===== src/rtl/upc_checkout_ctrl_pkg.sv =====
// Shared types and constants for the UPC checkout controller: state encoding,
// valid item-code list and the sale/theft decision rules.
package upc_pkg;

   localparam int CODE_W = 3;
   localparam int CNT_W  = 8;

   typedef enum logic [2:0] {
      IDLE  = 3'd0,
      CHECK = 3'd1,
      SALE  = 3'd2,
      ALARM = 3'd3,
      ERROR = 3'd4
   } state_t;

   // Bit i set means item code i is a legal {U,P,C} combination (0,1,3,4,5,6).
   localparam logic [7:0] VALID_CODES = 8'b0111_1011;

   function automatic logic code_valid(input logic [CODE_W-1:0] code);
      return VALID_CODES[code];
   endfunction

   // item = {M,U,P,C}
   function automatic logic item_sale(input logic [CODE_W:0] item);
      return (item[2] & item[0]) | item[1];
   endfunction

   function automatic logic item_stolen(input logic [CODE_W:0] item);
      return ~item[1] & ~item[3] & (item[2] | ~item[0]);
   endfunction

endpackage


===== src/rtl/upc_checkout_ctrl_if.sv =====
// Operator-panel bundle of the checkout controller: switch/button inputs and
// the registered LED, display and counter outputs.
interface upc_checkout_ctrl_if;
   import upc_pkg::*;

   logic [CODE_W-1:0] code;
   logic              mark;
   logic              scan;
   logic              ack;
   logic [CODE_W:0]   item_code;
   logic              sale_led;
   logic              alarm_led;
   logic              err_led;
   logic              busy;
   logic [CNT_W-1:0]  sale_cnt;
   logic [CNT_W-1:0]  theft_cnt;

   modport master (
      output code, mark, scan, ack,
      input  item_code, sale_led, alarm_led, err_led, busy, sale_cnt, theft_cnt
   );

   modport slave (
      input  code, mark, scan, ack,
      output item_code, sale_led, alarm_led, err_led, busy, sale_cnt, theft_cnt
   );

endinterface


===== src/rtl/upc_checkout_ctrl_key_sync.sv =====
// Two-flop synchronizer for an asynchronous pushbutton with a one-cycle
// rising-edge pulse on the synchronized level.
module key_sync (
   input  logic clk,
   input  logic rst_n,
   input  logic key,
   output logic rise
);

   logic sync_p0, sync_p1, prev_p2;
   logic vld_p0, vld_p1;
   logic armed;

   // Stage p0/p1: metastability filter; p2: previous level for edge detect.
   // The valid bits mark when sync_p1 holds a real sample rather than the
   // reset value, so a button held through reset must be seen low before
   // any press counts.
   always_ff @(posedge clk or negedge rst_n) begin
      if (!rst_n) begin
         sync_p0 <= 1'b0;
         sync_p1 <= 1'b0;
         prev_p2 <= 1'b0;
         vld_p0  <= 1'b0;
         vld_p1  <= 1'b0;
         armed   <= 1'b0;
      end else begin
         sync_p0 <= key;
         sync_p1 <= sync_p0;
         prev_p2 <= sync_p1;
         vld_p0  <= 1'b1;
         vld_p1  <= vld_p0;
         armed   <= armed | (vld_p1 & ~sync_p1);
      end
   end

   assign rise = armed & sync_p1 & ~prev_p2;

endmodule


===== src/rtl/upc_checkout_ctrl.sv =====
// Checkout controller: classifies a scanned {M,U,P,C} item as sale, theft
// alarm, illegal code or pass-through, drives the panel LEDs and counters.
module upc_checkout_ctrl
   import upc_pkg::*;
#(
   parameter int HOLD_CYCLES = 25_000_000,
   parameter int BLINK_HALF  = 12_500_000
) (
   input logic                clk,
   input logic                rst_n,
   upc_checkout_ctrl_if.slave bus
);

   localparam int TMR_MAX = (HOLD_CYCLES > BLINK_HALF) ? HOLD_CYCLES : BLINK_HALF;
   localparam int TMR_W   = $clog2(TMR_MAX + 1);
   localparam logic [TMR_W-1:0] HOLD_LAST  = TMR_W'(HOLD_CYCLES - 1);
   localparam logic [TMR_W-1:0] BLINK_LAST = TMR_W'(BLINK_HALF - 1);

   function automatic logic [CNT_W-1:0] sat_inc(input logic [CNT_W-1:0] v);
      return (v == {CNT_W{1'b1}}) ? v : v + 1'b1;
   endfunction

   logic              scan_evt, ack_evt;
   logic [CODE_W:0]   item_p0, item_p1;

   state_t            state, state_nxt;
   logic [TMR_W-1:0]  timer, timer_nxt;
   logic [CODE_W:0]   item_q, item_nxt;
   logic              blink_q, blink_nxt;
   logic              sale_inc, theft_inc;
   logic              sale_q, err_q, busy_q;
   logic [CNT_W-1:0]  sale_cnt_q, theft_cnt_q;

   key_sync u_scan_sync (.clk(clk), .rst_n(rst_n), .key(bus.scan), .rise(scan_evt));
   key_sync u_ack_sync  (.clk(clk), .rst_n(rst_n), .key(bus.ack),  .rise(ack_evt));

   // Stage p0/p1: switch levels synchronized to the same depth as the scan edge.
   always_ff @(posedge clk or negedge rst_n) begin
      if (!rst_n) begin
         item_p0 <= '0;
         item_p1 <= '0;
      end else begin
         item_p0 <= {bus.mark, bus.code};
         item_p1 <= item_p0;
      end
   end

   always_ff @(posedge clk or negedge rst_n) begin
      if (!rst_n) begin
         state <= IDLE;
         timer <= '0;
      end else begin
         state <= state_nxt;
         timer <= timer_nxt;
      end
   end

   always_comb begin
      state_nxt = state;
      timer_nxt = timer + 1'b1;
      item_nxt  = item_q;
      blink_nxt = blink_q;
      sale_inc  = 1'b0;
      theft_inc = 1'b0;
      case (state)
         IDLE: begin
            timer_nxt = '0;
            if (scan_evt) begin
               item_nxt  = item_p1;
               state_nxt = CHECK;
            end
         end
         CHECK: begin
            timer_nxt = '0;
            if (!code_valid(item_q[CODE_W-1:0])) begin
               state_nxt = ERROR;
            end else if (item_sale(item_q)) begin
               state_nxt = SALE;
               sale_inc  = 1'b1;
            end else if (item_stolen(item_q)) begin
               state_nxt = ALARM;
               theft_inc = 1'b1;
               blink_nxt = 1'b1;
            end else begin
               state_nxt = IDLE;
            end
         end
         SALE, ERROR: begin
            if (timer == HOLD_LAST) begin
               state_nxt = IDLE;
               timer_nxt = '0;
            end
         end
         ALARM: begin
            if (ack_evt) begin
               state_nxt = IDLE;
               timer_nxt = '0;
               blink_nxt = 1'b0;
            end else if (timer == BLINK_LAST) begin
               timer_nxt = '0;
               blink_nxt = ~blink_q;
            end
         end
         default: begin
            state_nxt = IDLE;
            timer_nxt = '0;
            blink_nxt = 1'b0;
         end
      endcase
   end

   // Outputs are registered from the next state so LEDs change on the same
   // edge as the state they describe.
   always_ff @(posedge clk or negedge rst_n) begin
      if (!rst_n) begin
         item_q      <= '0;
         blink_q     <= 1'b0;
         sale_q      <= 1'b0;
         err_q       <= 1'b0;
         busy_q      <= 1'b0;
         sale_cnt_q  <= '0;
         theft_cnt_q <= '0;
      end else begin
         item_q  <= item_nxt;
         blink_q <= blink_nxt;
         sale_q  <= (state_nxt == SALE);
         err_q   <= (state_nxt == ERROR);
         busy_q  <= (state_nxt != IDLE);
         if (sale_inc)  sale_cnt_q  <= sat_inc(sale_cnt_q);
         if (theft_inc) theft_cnt_q <= sat_inc(theft_cnt_q);
      end
   end

   assign bus.item_code = item_q;
   assign bus.sale_led  = sale_q;
   assign bus.alarm_led = blink_q;
   assign bus.err_led   = err_q;
   assign bus.busy      = busy_q;
   assign bus.sale_cnt  = sale_cnt_q;
   assign bus.theft_cnt = theft_cnt_q;

endmodule

===== src/flat_wrapper.sv =====
// flat-port wrapper written by rule: the top's interface ports become plain ports
module upc_checkout_ctrl_flat import upc_pkg::*;
#(
   parameter int HOLD_CYCLES = 25_000_000,
   parameter int BLINK_HALF  = 12_500_000
)
  (clk, rst_n, bus_code, bus_mark, bus_scan, bus_ack, bus_item_code, bus_sale_led, bus_alarm_led, bus_err_led, bus_busy, bus_sale_cnt, bus_theft_cnt);
  upc_checkout_ctrl_if bus_i ();
  input logic clk;
  input logic rst_n;
  input wire logic [$bits(bus_i.code)-1:0] bus_code;
  input wire logic [$bits(bus_i.mark)-1:0] bus_mark;
  input wire logic [$bits(bus_i.scan)-1:0] bus_scan;
  input wire logic [$bits(bus_i.ack)-1:0] bus_ack;
  output wire logic [$bits(bus_i.item_code)-1:0] bus_item_code;
  output wire logic [$bits(bus_i.sale_led)-1:0] bus_sale_led;
  output wire logic [$bits(bus_i.alarm_led)-1:0] bus_alarm_led;
  output wire logic [$bits(bus_i.err_led)-1:0] bus_err_led;
  output wire logic [$bits(bus_i.busy)-1:0] bus_busy;
  output wire logic [$bits(bus_i.sale_cnt)-1:0] bus_sale_cnt;
  output wire logic [$bits(bus_i.theft_cnt)-1:0] bus_theft_cnt;
  assign bus_i.code = bus_code;
  assign bus_i.mark = bus_mark;
  assign bus_i.scan = bus_scan;
  assign bus_i.ack = bus_ack;
  assign bus_item_code = bus_i.item_code;
  assign bus_sale_led = bus_i.sale_led;
  assign bus_alarm_led = bus_i.alarm_led;
  assign bus_err_led = bus_i.err_led;
  assign bus_busy = bus_i.busy;
  assign bus_sale_cnt = bus_i.sale_cnt;
  assign bus_theft_cnt = bus_i.theft_cnt;
  upc_checkout_ctrl #(.HOLD_CYCLES(HOLD_CYCLES), .BLINK_HALF(BLINK_HALF)) u_core (.clk(clk), .rst_n(rst_n), .bus(bus_i));
endmodule

===== config.mk =====
export PLATFORM = sky130hd
export DESIGN_NAME = upc_checkout_ctrl_flat
export DESIGN_NICKNAME = d
export VERILOG_FILES = /design/src/rtl/upc_checkout_ctrl_pkg.sv /design/src/rtl/upc_checkout_ctrl_if.sv /design/src/rtl/upc_checkout_ctrl_key_sync.sv /design/src/rtl/upc_checkout_ctrl.sv /design/src/flat_wrapper.sv
export SDC_FILE = /design/constraint.sdc
export NUM_CORES = 1
export LEC_CHECK = 0
export BUFFER_PORTS_ARGS = -buffer_cell sky130_fd_sc_hd__buf_2
export CAP_MARGIN = 10
export CORE_MARGIN = 3
export CORE_UTILIZATION = 40
export DETAILED_ROUTE_END_ITERATION = 10
export GPL_ROUTABILITY_DRIVEN = 1
export MAX_ROUTING_LAYER = met4
export PLACE_DENSITY = 0.69
export SYNTH_ARGS = -nofsm -noshare
export SYNTH_HDL_FRONTEND = slang
export SYNTH_SLANG_ARGS = --single-unit

===== constraint.sdc =====
create_clock -name clk -period 5.7 [get_ports clk]
set_input_delay 1.14 -clock clk [delete_from_list [all_inputs] [get_ports clk]]
set_output_delay 1.14 -clock clk [all_outputs]
set_load 0.02 [all_outputs]

==> impl_summary.txt, run 1 <==
----------------------------------------------------
[Floorplan]
  I/O pin cnt ... 32
  Number of cell rows ... 31
  Placeable core area ... 7410 sq um
  DIE HEIGHT ... 94.3 um
  Die Wd ... 94.3 um
  Area of the die ... 8890 sq um
  Starting density of the core ... 42.1%

[Clocking]
  Count of instances resized after the clock tree is built ... 0
  Root cell of the clock tree ... sky130_fd_sc_hd__clkbuf_8
  Hold-fix buffers, CTS ... 0
  CTS clock-pin slew for the worst setup and hold paths ... 80 ps
  H-tree depth ... 3
  CTS tree ... built
  Max Buffers Root-to-Sink ... 2
  Post-CTS setup buffer count ... 0
  # clock sinks ... 70
  CTS buffer count ... 9
  Clk_lat worst skew ... 350 ps

[Logic synthesis]
  Most common library cells after synthesis ... 70 x sky130_fd_sc_hd__dfrtp_1, 26 x sky130_fd_sc_hd__nor2_1, 21 x sky130_fd_sc_hd__xor2_1, 18 x sky130_fd_sc_hd__nand2_1, 18 x sky130_fd_sc_hd__xnor2_1
  Most instantiated flip-flop cell in the synthesis netlist ... sky130_fd_sc_hd__dfrtp_1
  Synthesis-stage register bit count ... 70
  Total nets after synthesis ... 283
  Top cells by area, synth ... sky130_fd_sc_hd__dfrtp_1 56%, sky130_fd_sc_hd__xor2_1 5.9%, sky130_fd_sc_hd__xnor2_1 5.1%
  Post-synth EDFFs ... 0
  Area of the mapped netlist ... 3120 sq um
  Async set-reset flop share out of synthesis ... 100%
  Number of distinct standard cells referenced by the synthesized netlist ... 43
  Synthesized netlist cell count ... 272
  Ys Warns ... 0
  Share of the synthesized area in the top cell type ... 56.2%
  Post-Synthesis Mean Instance Area ... 11.5 sq um
  Share of the yosys chip area belonging to registers ... 56.2%
  Dominant cell type by area after synthesis ... sky130_fd_sc_hd__dfrtp_1
  Library cell with the highest instance count after synthesis ... sky130_fd_sc_hd__dfrtp_1

[Job]
  Maximum capacitance violations ... 0

[Placed design]
  Detailed-placement wirelength estimate ... 3880 um
  Last weighted congestion value of the routability-driven placer ... 0.833
  I/O Buffers ... 31

[GRT]
  Grt total ovfl ... 0
  Number of antenna violations at the first check in global routing ... 0
  Total GRT Usage ... 14.7%
  Vias in the first global route ... 2054
  Pin count of the biggest net entering global routing ... 45
  First-pass GRT wire length ... 9740 um

[Drt]
  Number of DRC markers in iteration 0 ... 50
  DRC violations left ... 0
  WL final ... 5570 um
  Via total after detailed routing ... 2106
  Number of vias per cell ... 5.06
  Detailed-routing iteration count for the pre-antenna-repair pass ... 4
  Final antenna-violating net count ... 0
  Average routed wire per standard cell ... 13.4 um

[Timing]
  Share of the clock period used by the worst path ... 42.2%
  Max-Slew Margin vs Limit ... 36.8%
  F_max ... 0.415 GHz
  Worst Hold Margin ... 357 ps
  Shortest clock period the worst path allows after layout ... 2410 ps
  Final Hold Viols ... 0
  RSZ-0062 raised after global routing ... no
  Final Slew Violations ... 0
  Final count of negative-setup-slack endpoints ... 0
  Total negative slack for setup checks ... 0 ps
  Actual slew at the worst max-slew pin ... 949 ps
  Worst Clk Skew ... 12.7 ps

[Worst hold path]
  Type of the worst min-delay path ... reg2reg

[Power]
  Static Leak ... 1.67 nW
  Power density of the placed cells ... 401 nW/um^2
  Maximum VDD drop ... 0.257 mV

[Setup path]
  CP endpoint kind ... flop
  CP max FO ... 25
  Crit start category ... flop
  Critical Setup Path Class ... reg2reg
  Signal arrival time at the worst endpoint ... 2610 ps
  Data required, critical path ... 5900 ps

[Finish]
  Fraction of final layout cells sized beyond drive strength 1 ... 24.3%
  Synth-to-layout area growth ... 14.3%
  Antenna cells ... 0
  Net count of the finished layout ... 323

[Run status]
  Outcome ... finished clean

----------------------------------------------------
[worst max-delay path: stages (launching register included)]
cell                      delay, ps
sky130_fd_sc_hd__dfrtp_1        450
sky130_fd_sc_hd__ha_1           270
sky130_fd_sc_hd__nand4_1        160
sky130_fd_sc_hd__nor3_1         370
sky130_fd_sc_hd__nand4_2        190
sky130_fd_sc_hd__a22oi_4        680
sky130_fd_sc_hd__nor2_1         140
[per-layer routing]
metal,global-route usage (%),wire length [um]
met5,-,0
met4,7.22,108
met3,3.29,228
met2,22.3,2620
met1,18.6,2610
[power by group]
part	leakage [nW]	switching, mW	internal (mW)
combinational	0.673	0.251	0.154
clock	0.0943	0.208	0.168
sequential	0.905	0.0822	0.566
[sequential cells by signal, indices dropped and copies added, names as in the netlist, 3 cells and up]
signal	count
u_core.state	3
u_core.item_p1	4
u_core.bus.item_code	4
u_core.item_p0	4
u_core.bus.theft_cnt	8
u_core.timer	25
u_core.bus.sale_cnt	8
[metrics by stage]
| stage | utilization [%] | instances | power [mW] | worst slack, ps | cell area, sq um |
|---|---|---|---|---|---|
| detailed placement | 45.5 | 400 | 1.07 | 3320 | 3370 |
| global placement | 45.5 | 400 | 1.06 | 3410 | 3370 |
| floorplan | - | 272 | 0.971 | 3830 | 3120 |
| CTS | 48.1 | 416 | 1.45 | 3300 | 3560 |
| finish | 48.1 | 416 | 1.43 | 3290 | 3560 |
| global route | 48.1 | 416 | 1.52 | 3070 | 3560 |
[final timing paths]
path / cells after the start / end / startpoint / slack, ps
max: 6 / u_core.timer[7] / u_core.timer[0] / 3290
min: 0 / u_core.item_p1[0] / u_core.item_p0[0] / 360
max reg2reg: 6 / u_core.timer[7] / u_core.timer[0] / 3290
min reg2reg: 0 / u_core.item_p1[0] / u_core.item_p0[0] / 360
max in group asynchronous: 2 / u_core.bus.theft_cnt[1] / rst_n / 3870
min in group asynchronous: 1 / u_core.bus.sale_cnt[3] / rst_n / 940
[cell families (layout without fill, tap and decap cells)]
| kind of cell | count (synthesis) | in the layout | share of synthesized area (%) |
|---|---|---|---|
| simple gates | 122 | 122 | 22.2 |
| flops | 70 | 70 | 56.2 |
| xor+xnor | 39 | 39 | 11.0 |
| compound gates | 18 | 18 | 4.78 |
| buf+inv | 12 | 57 | 2.05 |
| mux | 7 | 7 | 2.49 |
| fa+ha+maj | 3 | 3 | 1.20 |
| other cells | 1 | 1 | 0.120 |
[area by class of cell]
cell class	instances	area, sq um
clock buffers	9	124
clock inverters	7	65.1
fillers	667	3840
inverters	9	33.8
multi-input cells	190	1300
flip-flops and latches	70	1750
well taps	99	124
repair buffers	32	163
[placed cells by master (no fill, tap or decap), types with 3 or more instances in the layout]
master	count
sky130_fd_sc_hd__dfrtp_1	70
sky130_fd_sc_hd__buf_2	31
sky130_fd_sc_hd__nor2_1	26
sky130_fd_sc_hd__xor2_1	21
sky130_fd_sc_hd__nand2_1	18
sky130_fd_sc_hd__xnor2_1	18
sky130_fd_sc_hd__nand3_1	17
sky130_fd_sc_hd__nand4_1	14
sky130_fd_sc_hd__nor2_2	11
sky130_fd_sc_hd__inv_1	9
sky130_fd_sc_hd__clkbuf_8	9
sky130_fd_sc_hd__and3_1	7
sky130_fd_sc_hd__mux2_2	6
sky130_fd_sc_hd__nor3_1	5
sky130_fd_sc_hd__nor2b_1	4
sky130_fd_sc_hd__a21o_1	4
sky130_fd_sc_hd__nor4_2	3
sky130_fd_sc_hd__nor4_1	3
sky130_fd_sc_hd__o21ai_0	3
sky130_fd_sc_hd__a21oi_1	3
sky130_fd_sc_hd__ha_1	3
No activity file was read; power rests on OpenSTA's default activity.
==> run 2, diff against run 1 <==
--- a/config.mk
+++ b/config.mk
@@ -5,6 +5,7 @@
 export SDC_FILE = /design/constraint.sdc
 export NUM_CORES = 1
 export LEC_CHECK = 0
+export ABC_AREA = 1
 export BUFFER_PORTS_ARGS = -buffer_cell sky130_fd_sc_hd__buf_2
 export CAP_MARGIN = 10
 export CORE_MARGIN = 3
@@ -12,7 +13,7 @@
 export DETAILED_ROUTE_END_ITERATION = 10
 export GPL_ROUTABILITY_DRIVEN = 1
 export MAX_ROUTING_LAYER = met4
-export PLACE_DENSITY = 0.69
+export PLACE_DENSITY = 0.68
 export SYNTH_ARGS = -nofsm -noshare
 export SYNTH_HDL_FRONTEND = slang
 export SYNTH_SLANG_ARGS = --single-unit
==> constraint.sdc (replaced) <==
create_clock -name clk -period 2.4 [get_ports clk]
set_input_delay 0.48 -clock clk [delete_from_list [all_inputs] [get_ports clk]]
set_output_delay 0.48 -clock clk [all_outputs]
set_load 0.02 [all_outputs]
==> impl_summary.txt, run 2 <==
----------------------------------------------------
[Timing]
  Share of the clock period used by the worst path ... 71.8% (was 42.2%)
  Final Slew Violations ... 0 (unchanged)
  Final Hold Viols ... 0 (unchanged)
  F_max ... 0.581 GHz (was 0.415 GHz)
  Shortest clock period the worst path allows after layout ... 1720 ps (was 2410 ps)
  Worst Hold Margin ... 153 ps (was 357 ps)
  Worst Clk Skew ... 10.8 ps (was 12.7 ps)
  Total negative slack for setup checks ... 0 ps (unchanged)
  PnR worst setup slack ... 678 ps (was 3290 ps)
  Final count of negative-setup-slack endpoints ... 0 (unchanged)
  RSZ-0062 raised after global routing ... no (unchanged)

[Clocking]
  Max Buffers Root-to-Sink ... 2 (unchanged)
  Root cell of the clock tree ... sky130_fd_sc_hd__clkbuf_8 (unchanged)
  # clock sinks ... 70 (unchanged)
  H-tree depth ... 3 (unchanged)
  CTS tree ... built (unchanged)
  Hold-fix buffers, CTS ... 0 (unchanged)
  Clk_lat worst skew ... 340 ps (was 350 ps)
  Post-CTS setup buffer count ... 0 (unchanged)
  CTS clock-pin slew for the worst setup and hold paths ... 80 ps (about the same)
  Count of instances resized after the clock tree is built ... 0 (unchanged)
  CTS buffer count ... 9 (unchanged)

[Setup path]
  Most used cell along the critical path ... sky130_fd_sc_hd__nand2_2
  Worst R2R Path Depth ... 8 (was 6)
  Critical Setup Path Class ... reg2reg (unchanged)
  Cell breakdown of the critical path ... ha_1, nand3_4, nor3b_2, nand3_1, nand2_2, nand2_2, inv_4, nor2_1 (was ha_1, nand4_1, nor3_1, nand4_2, a22oi_4, nor2_1)
  Crit start category ... flop (unchanged)
  CP max FO ... 25 (unchanged)
  Register-to-register path setup slack ... 680 ps (was 3290 ps)
  R2R Path Start ... u_core.timer[0] (unchanged)
  Data required, critical path ... 2610 ps (was 5900 ps)
  Critical path's slowest cell ... sky130_fd_sc_hd__dfrtp_1 (was sky130_fd_sc_hd__a22oi_4)
  Crit Reg-Reg Endpoint ... u_core.timer[9] (was u_core.timer[7])
  CP Capture Point ... u_core.timer[9] (was u_core.timer[7])
  CP peak stage delay ... 410 ps (was 680 ps)
  CP Launch Point ... u_core.timer[0] (unchanged)
  CP endpoint kind ... flop (unchanged)
  Signal arrival time at the worst endpoint ... 1930 ps (was 2610 ps)

[Placed design]
  DP Area ... 3690 sq um (was 3370 sq um)
  Worst slack after detailed placement ... 651 ps (was 3320 ps)
  Detailed-placement wirelength estimate ... 4560 um (was 3880 um)
  I/O Buffers ... 31 (unchanged)
  Inst Count DP ... 532 (was 400)
  Last weighted congestion value of the routability-driven placer ... 0.886 (was 0.833)

[Logic synthesis]
  Most instantiated flip-flop cell in the synthesis netlist ... sky130_fd_sc_hd__dfrtp_1 (unchanged)
  Share of the yosys chip area belonging to registers ... 51.2% (was 56.2%)
  Most common library cells after synthesis ... 107 x sky130_fd_sc_hd__nand2_1, 70 x sky130_fd_sc_hd__dfrtp_1, 45 x sky130_fd_sc_hd__nor2_1, 39 x sky130_fd_sc_hd__inv_1, 25 x sky130_fd_sc_hd__nor2_2 (was 70 x sky130_fd_sc_hd__dfrtp_1, 26 x sky130_fd_sc_hd__nor2_1, 21 x sky130_fd_sc_hd__xor2_1, 18 x sky130_fd_sc_hd__nand2_1, 18 x sky130_fd_sc_hd__xnor2_1)
  Area of the mapped netlist ... 3420 sq um (was 3120 sq um)
  Number of distinct standard cells referenced by the synthesized netlist ... 29 (was 43)
  Synthesized netlist cell count ... 397 (was 272)
  Post-synth EDFFs ... 0 (unchanged)
  Dominant cell type by area after synthesis ... sky130_fd_sc_hd__dfrtp_1 (unchanged)
  Total nets after synthesis ... 408 (was 283)
  Ys Warns ... 0 (unchanged)
  Post-Synthesis Mean Instance Area ... 8.63 sq um (was 11.5 sq um)
  Synthesis-stage register bit count ... 70 (unchanged)
  Async set-reset flop share out of synthesis ... 100% (unchanged)
  Library cell with the highest instance count after synthesis ... sky130_fd_sc_hd__nand2_1 (was sky130_fd_sc_hd__dfrtp_1)
  Top cells by area, synth ... sky130_fd_sc_hd__dfrtp_1 51%, sky130_fd_sc_hd__nand2_1 12%, sky130_fd_sc_hd__nor2_1 4.9% (was sky130_fd_sc_hd__dfrtp_1 56%, sky130_fd_sc_hd__xor2_1 5.9%, sky130_fd_sc_hd__xnor2_1 5.1%)
  Share of the synthesized area in the top cell type ... 51.2% (was 56.2%)

[Finish]
  Largest register by flop count ... u_core.timer (unchanged)
  Number of filler cells placed in the layout ... 811 (was 667)
  Fraction of final layout cells sized beyond drive strength 1 ... 20.8% (was 24.3%)
  Number of flip-flops in the largest register ... 25 (unchanged)
  Post-layout instance count excluding filler cells ... 547 (was 416)
  Core Util, Final ... 46.7% (was 48.1%)
  Highest-count cells in the layout ignoring fill and taps ... 107 x sky130_fd_sc_hd__nand2_1, 70 x sky130_fd_sc_hd__dfrtp_1, 45 x sky130_fd_sc_hd__nor2_1 (was 70 x sky130_fd_sc_hd__dfrtp_1, 31 x sky130_fd_sc_hd__buf_2, 26 x sky130_fd_sc_hd__nor2_1)
  Synth-to-layout area growth ... 12.6% (was 14.3%)
  Antenna cells ... 0 (unchanged)
  Storage element area ... 1750 sq um (unchanged)
  Post-route cell area ... 3860 sq um (was 3560 sq um)
  Area used by multi-input combinational logic ... 1470 sq um (was 1300 sq um)
  Net count of the finished layout ... 449 (was 323)
  Most common library cell in the layout ignoring fill and taps ... sky130_fd_sc_hd__nand2_1 (was sky130_fd_sc_hd__dfrtp_1)

[Power]
  Power density of the placed cells ... 789 nW/um^2 (was 401 nW/um^2)
  Share of power burned in registers ... 48.2% (was 45.3%)
  Overall power consumption ... 3.04 mW (was 1.43 mW)
  Combinational power share ... 25.4% (was 28.3%)
  Maximum VDD drop ... 0.796 mV (was 0.257 mV)
  Fraction of power spent switching nets ... 36.3% (was 37.9%)
  Static Leak ... 1.76 nW (was 1.67 nW)
  Clock group share of total power ... 26.3% (about the same)
  Cell Int Power ... 1.94 mW (was 0.888 mW)
  Net switching component of the power ... 1.10 mW (was 0.542 mW)

[GRT]
  Total GRT Usage ... 14.6% (was 14.7%)
  Met1 routing resource usage after global routing ... 18.1% (was 18.6%)
  Met3 routing resource usage after global routing ... 4.67% (was 3.29%)
  Vias in the first global route ... 2499 (was 2054)
  Pin count of the biggest net entering global routing ... 71 (was 45)
  GR met2 Demand/Resource ... 23.3% (was 22.3%)
  First-pass GRT wire length ... 11200 um (was 9740 um)
  Grt total ovfl ... 0 (unchanged)
  Number of antenna violations at the first check in global routing ... 0 (unchanged)
  Busiest metal layer after global routing ... met2 (unchanged)

[Floorplan]
  Number of cell rows ... 33 (was 31)
  Placeable core area ... 8260 sq um (was 7410 sq um)
  Area of the die ... 9710 sq um (was 8890 sq um)
  DIE HEIGHT ... 98.5 um (was 94.3 um)
  Die Wd ... 98.5 um (was 94.3 um)
  I/O pin cnt ... 32 (unchanged)
  Starting density of the core ... 41.5% (was 42.1%)

[Run status]
  Outcome ... finished clean (unchanged)

[Drt]
  DRC violations left ... 0 (unchanged)
  Number of DRC markers in iteration 0 ... 79 (was 50)
  Final antenna-violating net count ... 0 (unchanged)
  WL final ... 6260 um (was 5570 um)
  Average routed wire per standard cell ... 11.4 um (was 13.4 um)
  Via total after detailed routing ... 2585 (was 2106)
  Number of vias per cell ... 4.73 (was 5.06)
  Detailed-routing iteration count for the pre-antenna-repair pass ... 5 (was 4)

[Job]
  Maximum capacitance violations ... 0 (unchanged)

[Worst hold path]
  Type of the worst min-delay path ... in2async (was reg2reg)

----------------------------------------------------
## run 2: per-layer routing
| metal | wire length [um] | up-vias |
|---|---|---|
| met5 | 0 | - |
| met4 | 44 | 0 |
| met3 | 260 | 4 |
| met2 | 3050 | 42 |
| met1 | 2900 | 1218 |
| li1 | - | 1321 |
## run 2: worst min-delay path by stage
stage	from	end	depth (start not counted)
floorplan	rst_n	u_core.bus.alarm_led	0
global placement	u_core.u_scan_sync.sync_p0	u_core.u_scan_sync.sync_p1	0
detailed placement	u_core.item_p0[3]	u_core.item_p1[3]	0
CTS	rst_n	u_core.timer[19]	2
global route	rst_n	u_core.timer[19]	2
finish	rst_n	u_core.timer[19]	2
## run 2: layout make-up
class,instances,area share (%)
well taps,105,3.41
inverters,43,4.32
clock buffers,10,3.31
flip-flops and latches,70,45.4
multi-input cells,282,38.0
clock inverters,5,0.973
repair buffers,32,4.54
## run 2: logic make-up (layout without fill, tap and decap cells)
group / Yosys count / after routing / synth area share [%]
buffers and inverters: 45 / 90 / 6.03
and+or+nand+nor: 234 / 234 / 31.8
other: 1 / 1 / 0.110
muxes: 2 / 2 / 0.658
AOI/OAI and AO/OA: 16 / 16 / 2.56
adders and majority gates: 3 / 3 / 1.10
xor gates and xnor gates: 26 / 26 / 6.65
DFF: 70 / 70 / 51.2
## run 2: power groups by stage
stage               sequential, mW  clock, mW  combinational, mW
global placement              1.49          0              0.767
finish                        1.47      0.802              0.774
floorplan                     1.60          0              0.473
global route                  1.50      0.888              0.868
detailed placement            1.49          0              0.792
CTS                           1.47      0.834              0.793
## run 2: critical path: cells and delay by family, from the launching register on
| kind | cells | cell delay [ps] |
|---|---|---|
| flops | 1 | 410 |
| fa+ha+maj | 1 | 250 |
| buf+inv | 1 | 290 |
| simple gates | 6 | 640 |
==> run 3, diff against run 2 <==
--- a/config.mk
+++ b/config.mk
@@ -5,7 +5,7 @@
 export SDC_FILE = /design/constraint.sdc
 export NUM_CORES = 1
 export LEC_CHECK = 0
-export ABC_AREA = 1
+export ABC_AREA = 0
 export BUFFER_PORTS_ARGS = -buffer_cell sky130_fd_sc_hd__buf_2
 export CAP_MARGIN = 10
 export CORE_MARGIN = 3
@@ -13,7 +13,7 @@
 export DETAILED_ROUTE_END_ITERATION = 10
 export GPL_ROUTABILITY_DRIVEN = 1
 export MAX_ROUTING_LAYER = met4
-export PLACE_DENSITY = 0.68
+export PLACE_DENSITY = 0.71
 export SYNTH_ARGS = -nofsm -noshare
 export SYNTH_HDL_FRONTEND = slang
 export SYNTH_SLANG_ARGS = --single-unit
==> constraint.sdc (replaced) <==
create_clock -name clk -period 1.4 [get_ports clk]
set_input_delay 0.28 -clock clk [delete_from_list [all_inputs] [get_ports clk]]
set_output_delay 0.28 -clock clk [all_outputs]
set_load 0.02 [all_outputs]
==> impl_summary.txt, run 3 (synthesis results as in run 1) <==
----------------------------------------------------
[Clocking]
  CTS clock-pin slew for the worst setup and hold paths ... 80 ps (about the same)
  # clock sinks ... 70 (unchanged)
  Max Buffers Root-to-Sink ... 2 (unchanged)
  Root cell of the clock tree ... sky130_fd_sc_hd__clkbuf_8 (unchanged)
  Clk_lat worst skew ... 350 ps (was 340 ps)
  H-tree depth ... 3 (unchanged)
  CTS buffer count ... 9 (unchanged)
  CTS tree ... built (unchanged)

[Finish]
  Post-route cell area ... 4630 sq um (was 3860 sq um)
  Fraction of final layout cells sized beyond drive strength 1 ... 51.6% (was 20.8%)
  Most common library cell in the layout ignoring fill and taps ... sky130_fd_sc_hd__buf_4 (was sky130_fd_sc_hd__nand2_1)
  Synth-to-layout area growth ... 48.4% (was 12.6%)
  Post-layout instance count excluding filler cells ... 512 (was 547)
  Area used by multi-input combinational logic ... 1540 sq um (was 1470 sq um)
  Number of filler cells placed in the layout ... 570 (was 811)
  Core Util, Final ... 62.4% (was 46.7%)
  Number of flip-flops in the largest register ... 25 (unchanged)
  Antenna cells ... 0 (unchanged)
  Storage element area ... 1770 sq um (was 1750 sq um)
  Net count of the finished layout ... 419 (was 449)
  Highest-count cells in the layout ignoring fill and taps ... 82 x sky130_fd_sc_hd__buf_4, 59 x sky130_fd_sc_hd__dfrtp_1, 29 x sky130_fd_sc_hd__buf_2 (was 107 x sky130_fd_sc_hd__nand2_1, 70 x sky130_fd_sc_hd__dfrtp_1, 45 x sky130_fd_sc_hd__nor2_1)
  Largest register by flop count ... u_core.timer (unchanged)

[GRT]
  GR met2 Demand/Resource ... 27.4% (was 23.3%)
  Grt total ovfl ... 0 (unchanged)
  Met3 routing resource usage after global routing ... 3.93% (was 4.67%)
  Busiest metal layer after global routing ... met2 (unchanged)
  Met1 routing resource usage after global routing ... 22.3% (was 18.1%)
  Number of antenna violations at the first check in global routing ... 0 (unchanged)
  Total GRT Usage ... 17.7% (was 14.6%)
  Pin count of the biggest net entering global routing ... 71 (unchanged)
  Vias in the first global route ... 2631 (was 2499)
  First-pass GRT wire length ... 11900 um (was 11200 um)

[Floorplan]
  Die Wd ... 94.3 um (was 98.5 um)
  Starting density of the core ... 42.1% (was 41.5%)
  DIE HEIGHT ... 94.3 um (was 98.5 um)
  Area of the die ... 8890 sq um (was 9710 sq um)
  I/O pin cnt ... 32 (unchanged)
  Number of cell rows ... 31 (was 33)
  Placeable core area ... 7410 sq um (was 8260 sq um)

[Power]
  Overall power consumption ... 7.46 mW (was 3.04 mW)
  Maximum VDD drop ... 1.50 mV (was 0.796 mV)
  Static Leak ... 2.27 nW (was 1.76 nW)
  Power density of the placed cells ... 1610 nW/um^2 (was 789 nW/um^2)

[Job]
  Maximum capacitance violations ... 0 (unchanged)

[Drt]
  Average routed wire per standard cell ... 14.3 um (was 11.4 um)
  DRC violations left ... 0 (unchanged)
  Via total after detailed routing ... 2570 (was 2585)
  WL final ... 7340 um (was 6260 um)
  Final antenna-violating net count ... 0 (unchanged)
  Number of DRC markers in iteration 0 ... 90 (was 79)
  Detailed-routing iteration count for the pre-antenna-repair pass ... 4 (was 5)
  Number of vias per cell ... 5.02 (was 4.73)

[Setup path]
  Crit start category ... flop (unchanged)
  CP endpoint kind ... flop (unchanged)
  Critical Setup Path Class ... reg2reg (unchanged)
  CP max FO ... 6 (was 25)
  Signal arrival time at the worst endpoint ... 2100 ps (was 1930 ps)
  Data required, critical path ... 1640 ps (was 2610 ps)

[Placed design]
  Last weighted congestion value of the routability-driven placer ... 0.847 (was 0.886)
  Worst slack after detailed placement ... -416 ps (was 651 ps)
  I/O Buffers ... 31 (unchanged)
  DP Area ... 4050 sq um (was 3690 sq um)
  Inst Count DP ... 474 (was 532)
  Detailed-placement wirelength estimate ... 4700 um (was 4560 um)

[Timing]
  RSZ-0062 raised after global routing ... yes (was no)
  Shortest clock period the worst path allows after layout ... 1860 ps (was 1720 ps)
  Total negative slack for setup checks ... -15890 ps (was 0 ps)
  Final Slew Violations ... 0 (unchanged)
  Worst Hold Margin ... 36.0 ps (was 153 ps)
  Final Hold Viols ... 0 (unchanged)
  PnR worst setup slack ... -456 ps (was 678 ps)
  F_max ... 0.539 GHz (was 0.581 GHz)
  Worst Clk Skew ... 6.02 ps (was 10.8 ps)
  Share of the clock period used by the worst path ... 133% (was 71.8%)
  Final count of negative-setup-slack endpoints ... 51 (was 0)

[Run status]
  Outcome ... finished with violations (was finished clean)
  Violated checks ... setup timing

[Worst hold path]
  Type of the worst min-delay path ... in2reg (was in2async)

----------------------------------------------------
## run 3: power by group
group	leakage, nW	total (mW)	switching (mW)	internal [mW]
Clock	0.0853	1.51	0.809	0.699
Sequential	0.890	2.58	0.255	2.32
Combinational	1.29	3.37	1.61	1.76
## run 3: worst paths after layout
path	startpoint	to	slack [ps]	cells past startpoint
setup / recovery	u_core.timer[14]	u_core.timer[22]	-460	7
hold / removal	bus_scan	u_core.u_scan_sync.sync_p0	40	1
setup reg to reg	u_core.timer[14]	u_core.timer[22]	-460	7
hold reg to reg	u_core.item_p0[0]	u_core.item_p1[0]	350	0
max in group asynchronous	rst_n	u_core.bus.item_code[3]	610	3
min in group asynchronous	rst_n	u_core.timer[9]	490	3
## run 3: routing by layer
metal	wire (um)	up-vias
met4	173	0
met2	3620	54
met5	0	-
li1	-	1223
met3	285	16
met1	3270	1277
## run 3: repair_timing
item,4_1_cts,5_1_grt
endpoints found under the setup margin,49,54
hold buffers,1,0
gates resized for setup,29,24
setup buffers,16,8
endpoints found under the hold margin,70,0
pin swaps,30,14
gates cloned,1,0
## run 3: final cells by class
class | instances | share of cell area [%]
clock buffers | 10 | 2.98
clock inverters | 6 | 0.974
inverters | 9 | 0.730
multi-input cells | 190 | 33.3
flip-flops and latches | 70 | 38.2
well taps | 99 | 2.68
repair buffers | 128 | 21.2
## run 3: critical path: stages, from the launching register on
cell                      delay (ps)
sky130_fd_sc_hd__dfrtp_1         400
sky130_fd_sc_hd__or4_1           570
sky130_fd_sc_hd__nor2_2          140
sky130_fd_sc_hd__nand4_2         140
sky130_fd_sc_hd__a22oi_4         190
sky130_fd_sc_hd__buf_4           150
sky130_fd_sc_hd__buf_8           120
sky130_fd_sc_hd__nor2_1           50
